===== src/rtl/ttl_defs.sv =====
// Shared definitions for the serial capture blocks: FSM encodings and a
// constant-function clog2 for sizing counters from parameters.
package ttl_defs;

  typedef enum logic {
    HUNT  = 1'b0,
    SHIFT = 1'b1
  } state_t;

  function automatic int clog2(input int n);
    int r;
    r = 0;
    for (int i = 0; i < 31; i++) begin
      if ((1 << i) < n) r = i + 1;
    end
    return r;
  endfunction

endpackage


===== src/rtl/sipo_shreg.sv =====
// Plain serial-in shift register; direction selects which end ds enters.
// qh is the oldest bit, i.e. the one about to fall off the far end.
module sipo_shreg
  import ttl_defs::*;
#(
  parameter int WIDTH = 8
) (
  input  logic             clk,
  input  logic             nRST,
  input  logic             en,
  input  logic             dir,
  input  logic             ds,
  output logic [WIDTH-1:0] sr,
  output logic             qh
);

  always_ff @(posedge clk or negedge nRST) begin
    if (!nRST) begin
      sr <= '0;
    end else if (en) begin
      if (dir) sr <= {sr[WIDTH-2:0], ds};
      else     sr <= {ds, sr[WIDTH-1:1]};
    end
  end

  assign qh = dir ? sr[WIDTH-1] : sr[0];

endmodule


===== src/rtl/sipo_deserializer.sv =====
// Serial-to-parallel word capture with sync alignment, a holding register,
// valid/ack handshake and a sticky overrun flag.
//
// state | meaning
// HUNT  | waiting for sync; bits are discarded
// SHIFT | bits are assembled into words
module sipo_deserializer
  import ttl_defs::*;
#(
  parameter int WIDTH     = 8,
  parameter int MSB_FIRST = 0,
  parameter int SYNC_MODE = 1
) (
  input  logic                     clk,
  input  logic                     nRST,
  input  logic                     shift_en,
  input  logic                     ds,
  input  logic                     sync,
  input  logic                     q_ack,
  input  logic                     ovr_clr,
  output logic [WIDTH-1:0]         q,
  output logic                     q_valid,
  output logic                     overrun,
  output logic                     qh,
  output logic [clog2(WIDTH):0]    bit_cnt
);

  localparam int               CW       = clog2(WIDTH) + 1;
  localparam logic [CW-1:0]    LAST     = CW'(WIDTH - 1);
  localparam state_t           ST_RESET = (SYNC_MODE != 0) ? HUNT : SHIFT;
  localparam logic             DIR      = (MSB_FIRST != 0);

  state_t           state, state_nxt;
  logic [CW-1:0]    cnt_nxt;
  logic             complete;
  logic             shift_go;
  logic [WIDTH-1:0] sr;
  logic [WIDTH-1:0] word_nxt;

  // A sync strobe with shift_en captures its bit even from HUNT.
  assign shift_go = shift_en && (state == SHIFT || sync);
  assign word_nxt = DIR ? {sr[WIDTH-2:0], ds} : {ds, sr[WIDTH-1:1]};

  sipo_shreg #(.WIDTH(WIDTH)) u_shreg (
    .clk  (clk),
    .nRST (nRST),
    .en   (shift_go),
    .dir  (DIR),
    .ds   (ds),
    .sr   (sr),
    .qh   (qh)
  );

  always_ff @(posedge clk or negedge nRST) begin
    if (!nRST) begin
      state   <= ST_RESET;
      bit_cnt <= '0;
    end else begin
      state   <= state_nxt;
      bit_cnt <= cnt_nxt;
    end
  end

  always_comb begin
    state_nxt = state;
    cnt_nxt   = bit_cnt;
    complete  = 1'b0;
    if (sync) begin
      state_nxt = SHIFT;
      cnt_nxt   = shift_en ? CW'(1) : '0;
    end else if (shift_en && state == SHIFT) begin
      if (bit_cnt == LAST) begin
        cnt_nxt  = '0;
        complete = 1'b1;
      end else begin
        cnt_nxt  = bit_cnt + CW'(1);
      end
    end
  end

  always_ff @(posedge clk or negedge nRST) begin
    if (!nRST) begin
      q       <= '0;
      q_valid <= 1'b0;
      overrun <= 1'b0;
    end else begin
      if (complete) begin
        q       <= word_nxt;
        q_valid <= 1'b1;
      end else if (q_ack) begin
        q_valid <= 1'b0;
      end
      // set beats clear when both land on the same edge
      if (complete && q_valid && !q_ack) overrun <= 1'b1;
      else if (ovr_clr)                  overrun <= 1'b0;
    end
  end

endmodule


===== config.mk =====
export PLATFORM = sky130hd
export DESIGN_NAME = sipo_deserializer
export DESIGN_NICKNAME = d
export VERILOG_FILES = /design/src/rtl/ttl_defs.sv /design/src/rtl/sipo_shreg.sv /design/src/rtl/sipo_deserializer.sv
export SDC_FILE = /design/constraint.sdc
export NUM_CORES = 1
export LEC_CHECK = 0
export ABC_CLOCK_PERIOD_IN_PS = 1800
export BUFFER_PORTS_ARGS = -buffer_cell sky130_fd_sc_hd__buf_2
export CAP_MARGIN = 0
export CORE_MARGIN = 4
export CORE_UTILIZATION = 45
export CTS_CLUSTER_DIAMETER = 150
export DETAILED_ROUTE_END_ITERATION = 8
export PLACE_DENSITY_LB_ADDON = 0.08
export SLEW_MARGIN = 20
export SYNTH_ARGS = -nofsm -noshare
export SYNTH_HDL_FRONTEND = slang
export SYNTH_HIERARCHICAL = 1
export SYNTH_SLANG_ARGS = --single-unit

===== constraint.sdc =====
create_clock -name clk -period 1.8 [get_ports clk]
set_input_delay 0.09 -clock clk [delete_from_list [all_inputs] [get_ports clk]]
set_output_delay 0.09 -clock clk [all_outputs]
set_load 0.02 [all_outputs]

* Yosys cells after proc, flatten, opt, wreduce, memory -nomap -nowiden *
Cells that the tools add are included.
W data, S select, Z words.

operators by class
  divide/modulo/power cells = 0
  bitwise operators = 0
  multiplexer cells = 11
  add/subtract/negate cells = 1
  eq/ne operators = 1
  shift operators = 0
  reductions and logical operators = 9
  $lt $le $gt $ge = 0
  multiply operators = 0

operators by type and width
  cell                   count
  $mux W4                3
  $mux W1                8
  $reduce_bool A2 Y1     3
  $add A4 B1 Y4 const B  1
  $eq A4 B3 Y1 const B   1
  $logic_and A1 B1 Y1    4
  $logic_not A1 Y1       1
  $logic_or A1 B1 Y1     1

storage, ports and cells
  output and inout bits = 15
  bits in writable memories = 0
  bits in latches = 0
  memory bits (read-only) = 0
  flip-flop bits (word level) = 23
  input port bits = 7
  word-level logic and storage cells = 28
  memories = 0

* Depth between registers and ports, before layout *
Gate-level depths: netlist of the first run.

  depth after elaboration = 7
  gate-level depth with buffers = 7
  depth with buffers taken out = 4

* By module *
Netlist of the first run, hierarchy kept.

by module, submodules not included
  module             seq. area each (µm²)  cells each  instances  area each (µm²)
  sipo_deserializer  375.4                 52          1          645.6
  sipo_shreg         200.2                 36          1          387.9

* Least setup slack after synthesis of the first run *
No wires, ideal clock.

  kind = register to register
  start = register bit_cnt[0]
  end = register q[7]
  data required time = 1.675 ns
  library setup time = 0.125 ns
  arrival time = 1.512 ns
  path buffers = 0
  clock period less this slack = 1.637 ns
  cell stages (with the launch flop) = 5
  path slack = 0.163 ns
  path through = dfrtp_1 ha_1 nand3b_1 nor3_4 mux2_2

on the way
  longest elaborated chain between the ends = 4

RTL lines
  element                 RTL line                 source
  from (decl)             sipo_deserializer.sv:25  output logic [clog2(WIDTH):0] bit_cnt
  from (signal assigned)  sipo_deserializer.sv:60  bit_cnt <= cnt_nxt;
  $eq A4 B3 Y1            sipo_deserializer.sv:72  if (bit_cnt == LAST) begin
  $mux W1                 sipo_deserializer.sv:72
  $mux W1                 sipo_deserializer.sv:71  end else if (shift_en && state == SHIFT) begin
  $mux W1                 sipo_deserializer.sv:68  if (sync) begin
  to (signal assigned)    sipo_deserializer.sv:88  q <= word_nxt;
  to (decl)               sipo_deserializer.sv:21  output logic [WIDTH-1:0] q,

No other way between the ends.
A chain may end at the register's enable or synchronous reset.

* Final worst setup path of the first run *
  start = register bit_cnt[0]
  end = register q[5]

The elaborated chain is that of the path after synthesis.

==> flow_metrics.py, run 1 <==
metrics = {
    "drt": {
        "drt_iter0_markers": 5,
        "m1WireLength_um": 901,
        "wl_met2_um": 827,
        "drtPass1Iterations": 3,
        "wl_per_cell_um": 13.20,
        "via_count": 699,
        "vias_per_cell": 4.993,
        "drc_errors": 0,
        "wl_met3_um": 104,
        "top_layer": "met4",
        "detail-route-antenna-nets": 0,
        "drt-total-wl_mm": 1.848,
    },
    "timing": {
        "period_needed_ns": 1.580,
        "setup_tns_ns": 0,
        "clock.fmax_mhz": 632.9,
        "worst_pin_slew_ns": 0.5261,
        "rsz0062_at_grt": "no",
        "finalHoldViolations": 0,
        "slew_viol_final": 0,
        "setup_viol_count_final": 0,
        "final.period_utilization": 0.8779,
        "skew_ns": 0.006811,
        "slew_headroom": 0.6493,
    },
    "clock_network": {
        "root_buffer": "clkbuf_4",
        "cts_tree": "done",
        "clock_latency_ns": 0.31,
        "cts_buffers": 3,
        "cts_buffer_depth": 2,
        "postCtsSetupRepairBufs": 0,
        "clock-sinks": 23,
        "cts_max_level": 1,
        "path_clk_slew_ns": 0.12,
    },
    "logic_synthesis": {
        "yosys_register_bits": 23,
        "synth.avg_cell_area_sq_um": 11.74,
        "synth_seq_area_share": 0.5569,
        "synth.distinct_cells": 25,
        "synthCells": 88,
        "syn_area_sq_um": 1033,
        "syn_nets": 96,
        "ys_warn_count": 6,
    },
    "worst_setup_path": {
        "crit_path_top_delay_cell": "dfrtp_1",
        "endpoint_kind": "register",
        "crit_buf_inv": 1,
        "worstPathArrival_ns": 1.78,
        "startpoint_type": "register",
        "worstSetupPathType": "reg -> reg",
        "crit_start": "bit_cnt[0]",
        "rr_startpoint": "bit_cnt[0]",
        "required_ns": 2.00,
        "cp_slowest_stage_delay_ns": 0.42,
        "path_max_fanout": 6,
        "cp_top_family": "flip-flops",
        "crit_chain": "ha_1 > nand3b_1 > nor3_4 > buf_4 > mux2_2",
    },
    "final_layout": {
        "final_cell_mix": "dfrtp_1, buf_2, nor2_1",
        "fill_cells": 192,
        "num-nets-final": 121,
        "final_common_cell": "dfrtp_1",
        "drive_gt1_frac": 0.3393,
        "n_antenna_cell": 0,
        "synthToLayoutAreaGrowth_pct": 15.62,
    },
    "min_path": {
        "hp-class": "in -> reg",
        "min-delay-start": "ovr_clr",
    },
    "power": {
        "finalPower_mw": 1.020,
        "ir_worst_vdd_v": 0.0005803,
        "p_per_area_nw_per_um2": 854.0,
        "p_leak_nw": 0.5982,
    },
    "run": {
        "maxCapViolations": 0,
    },
    "global_route": {
        "grt.total_usage": 0.1343,
        "grt_pass1_vias": 730,
        "grt-ovfl-total": 0,
        "grt_pass1_wl_mm": 3.332,
        "antenna_found_initial": 0,
        "grt_max_degree": 24,
    },
    "floorplanning": {
        "rows": 17,
        "die_width_um": 55.93,
        "core_sq_um": 2191,
        "io_pins": 22,
        "initial_core_util": 0.4717,
        "die_area_sq_um": 3128,
        "die_height_um": 55.93,
    },
    "placed_design": {
        "gp_congestion": 0.7229,
        "hpwl_mm": 1.309,
        "portBuffers": 21,
    },
    "run_status": {
        "status": "finished, final reports clean",
    },
}
## area by class of cell
type                    instances  area [sq um]  share of cell area
clock buffers                   4         26.28             0.02199
multi-input cells              61         427.9              0.3581
flip-flops and latches         23         575.6              0.4817
well taps                      28         35.03             0.02932
repair buffers                 24         130.1              0.1089
## metal layers
layer / global-route usage / vias to the layer above
li1: - / 353
met1: 0.1850 / 329
met2: 0.1959 / 15
met3: 0.05104 / 2
met4: 0.04068 / 0
met5: 0 / -
## where the power goes
group | total (mW) | internal (mW) | leakage (nW) | switching (mW)
logic | 0.168 | 0.0732 | 0.300 | 0.0948
registers | 0.617 | 0.568 | 0.283 | 0.0497
clock network | 0.235 | 0.0865 | 0.0150 | 0.149
## sequential cells by signal (all words and copies together), names as in the netlist
name and cells:
bit_cnt 4, overrun 1, q 8, q_valid 1, state 1, u_shreg/sr 8
## cell usage after synthesis, drive strengths merged
library cell / count / area share
a21oi: 9 / 0.044
and2: 1 / 0.0061
buf: 3 / 0.025
clkbuf: 1 / 0.0036
conb: 1 / 0.0036
dfrtp: 23 / 0.56
ha: 1 / 0.012
mux2: 9 / 0.098
mux2i: 8 / 0.077
nand2: 6 / 0.024
nand2b: 3 / 0.018
nand3: 3 / 0.015
nand3b: 1 / 0.0073
nand4b: 1 / 0.0085
nor2: 10 / 0.036
nor2b: 1 / 0.0061
nor3: 1 / 0.016
o211ai: 1 / 0.0073
o21ai: 1 / 0.0048
o31ai: 1 / 0.0073
o41ai: 1 / 0.0085
or2: 1 / 0.0061
xor2: 1 / 0.0085
## worst reg2reg max path, stage by stage (launching register included)
cell,delay [ns]
dfrtp_1,0.42
ha_1,0.18
nand3b_1,0.19
nor3_4,0.18
buf_4,0.17
mux2_2,0.33
## logic make-up after synthesis
logic type / synth area share
buf+inv: 0.02905
compound gates: 0.07143
mux: 0.1756
xor+xnor: 0.008476
other cells: 0.003628
simple gates: 0.1429
fa+ha+maj: 0.01210
flops: 0.5569
## timing repair
item | 4_1_cts | 5_1_grt
hold buffers | 1 | 0
endpoints found under the hold margin | 23 | 0
gates resized for setup | 0 | 0
## through the flow
stage | hold WS (ns) | setup slack, ns | utilization | instances | cell area [sq um]
after detailed placement | 0.09232 | 0.2401 | 0.5288 | 135 | 1159
after CTS | 0.01425 | 0.2157 | 0.5454 | 140 | 1195
after global placement | 0.09359 | 0.2943 | 0.5288 | 135 | 1159
after floorplan | -0.2056 | 0.1631 | - | 88 | 1033
after global routing | 0.04020 | 0.1034 | 0.5454 | 140 | 1195
final | 0.03277 | 0.2199 | 0.5454 | 140 | 1195
## path summary, 6_finish.rpt
check / end / slack (ns) / cells after the start
max: q[5] / 0.22 / 5
min: overrun / 0.03 / 3
max reg2reg: q[5] / 0.22 / 5
min reg2reg: overrun / 0.50 / 2
max in group asynchronous: u_shreg/sr[3] / 1.20 / 2
min in group asynchronous: q[6] / 0.26 / 2
(Power assumes the default switching activity.)
==> run 2: changes to the inputs <==
--- a/config.mk
+++ b/config.mk
@@ -5,7 +5,7 @@
 export SDC_FILE = /design/constraint.sdc
 export NUM_CORES = 1
 export LEC_CHECK = 0
-export ABC_CLOCK_PERIOD_IN_PS = 1800
+export ABC_CLOCK_PERIOD_IN_PS = 1300
 export BUFFER_PORTS_ARGS = -buffer_cell sky130_fd_sc_hd__buf_2
 export CAP_MARGIN = 0
 export CORE_MARGIN = 4
==> constraint.sdc (replaced) <==
create_clock -name clk -period 1.3 [get_ports clk]
set_input_delay 0.065 -clock clk [delete_from_list [all_inputs] [get_ports clk]]
set_output_delay 0.065 -clock clk [all_outputs]
set_load 0.02 [all_outputs]
==> run 2 against run 1 <==
Effect of this change: the run now ends with negative setup slack left; combinational power increased by 61%; via count increased by 7.7%; total power increased by 43%; design area increased by 9.3%; routed wire length increased by 14%; fmax increased by 9.7%; clock-buffer cell count unchanged; sequential power increased by 39%; die area unchanged; critical path type unchanged; largest power group unchanged.
==> flow_metrics.py, run 2 (synthesis gave the netlist of run 1 again) <==
metrics = {
    "drt": {
        "wl_met2_mm": 1.068,
        "drc_errors": 0,
        "detail-route-antenna-nets": 0,
        "drt-total-wl_mm": 2.104,
        "drtPass1Iterations": 4,
        "drt_iter0_markers": 10,
        "top_layer": "met4",
        "m1WireLength_um": 919,
        "via_count": 753,
        "wl_per_cell_um": 14.31,
        "vias_per_cell": 5.122,
        "wl_met3_um": 86,
    },
    "timing": {
        "final.period_utilization": 1.108,
        "setup_viol_count_final": 8,
        "finalHoldViolations": 0,
        "period_needed_ns": 1.440,
        "worst_pin_slew_ns": 0.5060,
        "rsz0062_at_grt": "yes",
        "skew_ns": 0.009220,
        "setup_tns_ns": -1.010,
        "slew_viol_final": 0,
        "clock.fmax_mhz": 694.4,
        "timing.hold.ws_ns": 0.01281,
        "worst_slack_ns": -0.1401,
        "slew_headroom": 0.6626,
    },
    "min_path": {
        "hp-class": "in -> reg",
        "holdPathEnd": "q[7]",
        "hold_path_depth": 2,
        "min-delay-start": "ds",
    },
    "placed_design": {
        "portBuffers": 21,
        "gp_congestion": 0.7118,
        "hpwl_mm": 1.474,
        "pre_cts_slack_ns": -0.1944,
        "place_inst": 141,
    },
    "worst_setup_path": {
        "crit_start": "bit_cnt[0]",
        "r2r_end": "q[5]",
        "crit_chain": "ha_4 > nand3b_1 > nor3_4 > buf_12 > mux2_2",
        "startpoint_type": "register",
        "crit_path_top_delay_cell": "dfrtp_2",
        "rr_startpoint": "bit_cnt[0]",
        "r2r_cells": 5,
        "cp_slowest_stage_delay_ns": 0.41,
        "path_max_fanout": 9,
        "worstSetupPathType": "reg -> reg",
        "endpoint_kind": "register",
        "r2r_setup_slack_ns": -0.14,
        "required_ns": 1.50,
        "worstPathArrival_ns": 1.65,
    },
    "final_layout": {
        "n_antenna_cell": 0,
        "final_cells": 147,
        "num-nets-final": 128,
        "drive_gt1_frac": 0.4202,
        "largestRegisters": "q: 8 flops, u_shreg/sr: 8 flops, bit_cnt: 4 flops",
        "final_cell_mix": "dfrtp_1, buf_2, nor2_1",
        "synthToLayoutAreaGrowth_pct": 26.39,
    },
    "power": {
        "ir_worst_vdd_v": 0.0006407,
        "p_leak_nw": 0.6445,
        "p_per_area_nw_per_um2": 1116,
    },
    "floorplanning": {
        "die_area_sq_um": 3128,
        "die_height_um": 55.93,
        "core_sq_um": 2191,
        "die_width_um": 55.93,
        "rows": 17,
        "io_pins": 22,
        "initial_core_util": 0.4717,
    },
    "global_route": {
        "antenna_found_initial": 0,
        "grt.total_usage": 0.1469,
        "grt_pass1_vias": 778,
        "grt_max_degree": 24,
        "grt-ovfl-total": 0,
        "grt_pass1_wl_mm": 3.629,
    },
    "clock_network": {
        "cts_buffers": 3,
        "cts_tree": "done",
        "root_buffer": "clkbuf_4",
        "path_clk_slew_ns": 0.13,
        "postCtsSetupRepairBufs": 0,
        "clock-sinks": 23,
        "cts_buffer_depth": 2,
        "cts_max_level": 1,
        "clock_latency_ns": 0.31,
    },
    "run_status": {
        "status": "finished, violations left",
        "violations": "negative setup slack",
    },
    "run": {
        "maxCapViolations": 0,
    },
}
-- run 2: cell types whose count changed in the layout (fill, tap and decap cells not counted), moves of 2 or more --
cell / change
mux2_2: -3
dfrtp_2: +2
dfrtp_1: -2
mux2_4: +3
buf_4: +5
-- run 2: critical path: cells and delay by family (launching register included) --
kind	cells	cell delay [ns]
adders and majority gates	1	0.14
buffers and inverters	1	0.16
DFF	1	0.41
muxes	1	0.32
and+or+nand+nor	2	0.29
-- run 2: final cells by class --
| class | count | area (sq um) |
|---|---|---|
| clock buffer | 4 | 26.28 |
| fill | 195 | 884.6 |
| multi-input combinational | 61 | 469.2 |
| sequential | 23 | 578.1 |
| tap | 28 | 35.03 |
| timing repair buffer | 31 | 197.7 |
-- run 2: routing by layer --
metal	track usage	up-vias
met5	0	-
met4	0.06102	0
met3	0.03016	4
met2	0.2534	19
met1	0.1778	366
li1	-	364
-- run 2: stage by stage --
stage / instance area [sq um] / total power [mW] / utilization
6_report: 1306 / 1.458 / 0.5962
5_1_grt: 1306 / 1.553 / 0.5962
4_1_cts: 1269 / 1.464 / 0.5791
3_5_place_dp: 1221 / 1.124 / 0.5574
3_3_place_gp: 1221 / 1.111 / 0.5574
2_1_floorplan: 1042 / 1.022 / -
-- run 2: worst max-delay path by stage --
stage	end	slack [ns]
floorplan	q[7]	-0.31
global placement	q[1]	-0.16
detailed placement	q[1]	-0.19
CTS	q[2]	-0.16
global route	q[5]	-0.20
finish	q[5]	-0.14
-- run 2: timing repair --
action,4_1_cts,5_1_grt
endpoints found under the hold margin,24,0
hold buffers,2,0
endpoints found under the setup margin,15,17
resized for setup,1,8
pin swaps,2,0
-- run 2: power by group --
part | internal, mW | leakage [nW] | total [mW] | switching [mW]
Sequential | 0.787 | 0.281 | 0.856 | 0.0690
Combinational | 0.126 | 0.349 | 0.271 | 0.145
Clock | 0.120 | 0.0150 | 0.331 | 0.211
Total | 1.03 | 0.645 | 1.46 | 0.425
==> run 3: changes to the inputs <==
--- a/config.mk
+++ b/config.mk
@@ -5,7 +5,7 @@
 export SDC_FILE = /design/constraint.sdc
 export NUM_CORES = 1
 export LEC_CHECK = 0
-export ABC_CLOCK_PERIOD_IN_PS = 1300
+export ABC_CLOCK_PERIOD_IN_PS = 1500
 export BUFFER_PORTS_ARGS = -buffer_cell sky130_fd_sc_hd__buf_2
 export CAP_MARGIN = 0
 export CORE_MARGIN = 4
==> constraint.sdc (replaced) <==
create_clock -name clk -period 1.5 [get_ports clk]
set_input_delay 0.075 -clock clk [delete_from_list [all_inputs] [get_ports clk]]
set_output_delay 0.075 -clock clk [all_outputs]
set_load 0.02 [all_outputs]
==> run 3 against run 2 <==
Effect of this change: the run now ends clean; fmax shrank 0.19%; via count grew 0.13%; total power down 14%; global-route usage is 0.17 points lower; register-to-register slack improved by 0.20 ns; clock skew decreased by 0.0061 ns; non-clock buffer count unchanged; clock power is 12% lower; design area fell by 2.0%; flip-flop and latch count did not move; critical path type unchanged; highest routed layer unchanged.
==> flow_metrics.py, run 3 (synthesis gave the netlist of run 1 again) <==
metrics = {
    "global_route": {
        "grt_pass1_wl_mm": 3.574,
        "grt.total_usage": 0.1452,
        "antenna_found_initial": 0,
        "grt_max_degree": 24,
        "grt-ovfl-total": 0,
        "grt_pass1_vias": 780,
    },
    "worst_setup_path": {
        "cp_slowest_stage_delay_ns": 0.41,
        "crit_chain": "ha_4 > nand3b_1 > nor3_4 > buf_6 > mux2_2",
        "required_ns": 1.71,
        "worstPathArrival_ns": 1.66,
        "worstSetupPathType": "reg -> reg",
        "endpoint_kind": "register",
        "startpoint_type": "register",
        "crit_path_top_delay_cell": "dfrtp_2",
        "path_max_fanout": 6,
    },
    "timing": {
        "slew_viol_final": 0,
        "slew_headroom": 0.6634,
        "worst_slack_ns": 0.05720,
        "finalHoldViolations": 0,
        "worst_pin_slew_ns": 0.5049,
        "period_needed_ns": 1.443,
        "setup_viol_count_final": 0,
        "clock.fmax_mhz": 693.1,
        "skew_ns": 0.003138,
        "setup_tns_ns": 0,
        "final.period_utilization": 0.9619,
        "rsz0062_at_grt": "no",
    },
    "placed_design": {
        "pre_cts_slack_ns": 0.007707,
        "portBuffers": 21,
        "gp_congestion": 0.8869,
        "hpwl_mm": 1.399,
    },
    "clock_network": {
        "cts_max_level": 1,
        "postCtsSetupRepairBufs": 0,
        "clock-sinks": 23,
        "clock_latency_ns": 0.31,
        "path_clk_slew_ns": 0.13,
        "cts_tree": "done",
        "root_buffer": "clkbuf_4",
        "cts_buffers": 3,
        "cts_buffer_depth": 2,
    },
    "drt": {
        "wl_per_cell_um": 13.76,
        "drt-total-wl_mm": 2.023,
        "detail-route-antenna-nets": 0,
        "drt_iter0_markers": 10,
        "vias_per_cell": 5.129,
        "drc_errors": 0,
        "via_count": 754,
        "drtPass1Iterations": 4,
    },
    "power": {
        "ir_worst_vdd_v": 0.0006831,
        "intPower_uw": 886.5,
        "switchingPower_uw": 372.9,
        "seq_power_share": 0.590,
        "swShare": 0.2961,
        "p_leak_nw": 0.6317,
        "p_clk_frac": 0.230,
        "p_per_area_nw_per_um2": 983.9,
        "p_comb_frac": 0.180,
    },
    "final_layout": {
        "drive_gt1_frac": 0.3950,
        "synthToLayoutAreaGrowth_pct": 23.85,
        "n_antenna_cell": 0,
        "final_cell_mix": "dfrtp_1, buf_2, nor2_1",
        "largestRegisters": "q: 8 flops, u_shreg/sr: 8 flops, bit_cnt: 4 flops",
        "num-nets-final": 128,
    },
    "floorplanning": {
        "rows": 17,
        "die_width_um": 55.93,
        "core_sq_um": 2191,
        "die_area_sq_um": 3128,
        "die_height_um": 55.93,
        "io_pins": 22,
        "initial_core_util": 0.4717,
    },
    "run": {
        "maxCapViolations": 0,
    },
    "run_status": {
        "status": "finished, final reports clean",
    },
    "min_path": {
        "hp-class": "in -> reg",
    },
}
[run 3: stage by stage]
stage | total power, mW | std cells | util | hold WS, ns | area (sq um)
after floorplan | 0.8847 | 88 | - | -0.2206 | 1036
after global placement | 0.9613 | 140 | 0.5471 | 0.07822 | 1199
after detailed placement | 0.9683 | 140 | 0.5471 | 0.07775 | 1199
after CTS | 1.264 | 147 | 0.5734 | 0.02377 | 1256
after global routing | 1.345 | 147 | 0.5842 | 0.02818 | 1280
final | 1.259 | 147 | 0.5842 | 0.03008 | 1280
[run 3: worst paths after layout]
| kind | from | slack [ns] | depth (start not counted) | to |
|---|---|---|---|---|
| max | bit_cnt[1] | 0.06 | 5 | q[3] |
| min | ds | 0.03 | 2 | q[7] |
| max reg2reg | bit_cnt[1] | 0.06 | 5 | q[3] |
| min reg2reg | overrun | 0.49 | 2 | overrun |
| max in group asynchronous | nRST | 0.89 | 2 | bit_cnt[1] |
| min in group asynchronous | nRST | 0.24 | 2 | q[4] |
[run 3: power by group through the flow]
stage / registers (mW) / clock network [mW] / logic (mW)
3_5_place_dp: 0.752 / 0 / 0.217
5_1_grt: 0.754 / 0.334 / 0.256
2_1_floorplan: 0.762 / 0 / 0.123
3_3_place_gp: 0.749 / 0 / 0.212
6_report: 0.743 / 0.290 / 0.226
4_1_cts: 0.740 / 0.301 / 0.223
[run 3: repair_timing]
item	CTS	global route
pin swaps	0	2
hold buffers	3	0
hold endpoints to repair	25	0
resized for setup	0	5
endpoints found under the setup margin	2	8
[run 3: final cells by class]
cell class	instances	area (sq um)
repair buffers	31	195.2
clock buffers	3	22.52
fillers	195	910.9
well taps	28	35.03
clock inverters	1	5.005
flip-flops and latches	23	578.1
multi-input cells	61	444.2
[run 3: worst max-delay path, delay by kind of cell, from the launching register on]
kind,cells,cell delay (ns)
flops,1,0.41
buf+inv,1,0.15
simple gates,2,0.32
fa+ha+maj,1,0.14
mux,1,0.32
[run 3: routing by layer]
layer  vias up  part of all wire  GRT usage
met5         -                 0          0
met4         0             0.024    0.09153
met2        24              0.44     0.1959
met1       359              0.48     0.2050
met3         5             0.058    0.03712
li1        366                 -          -
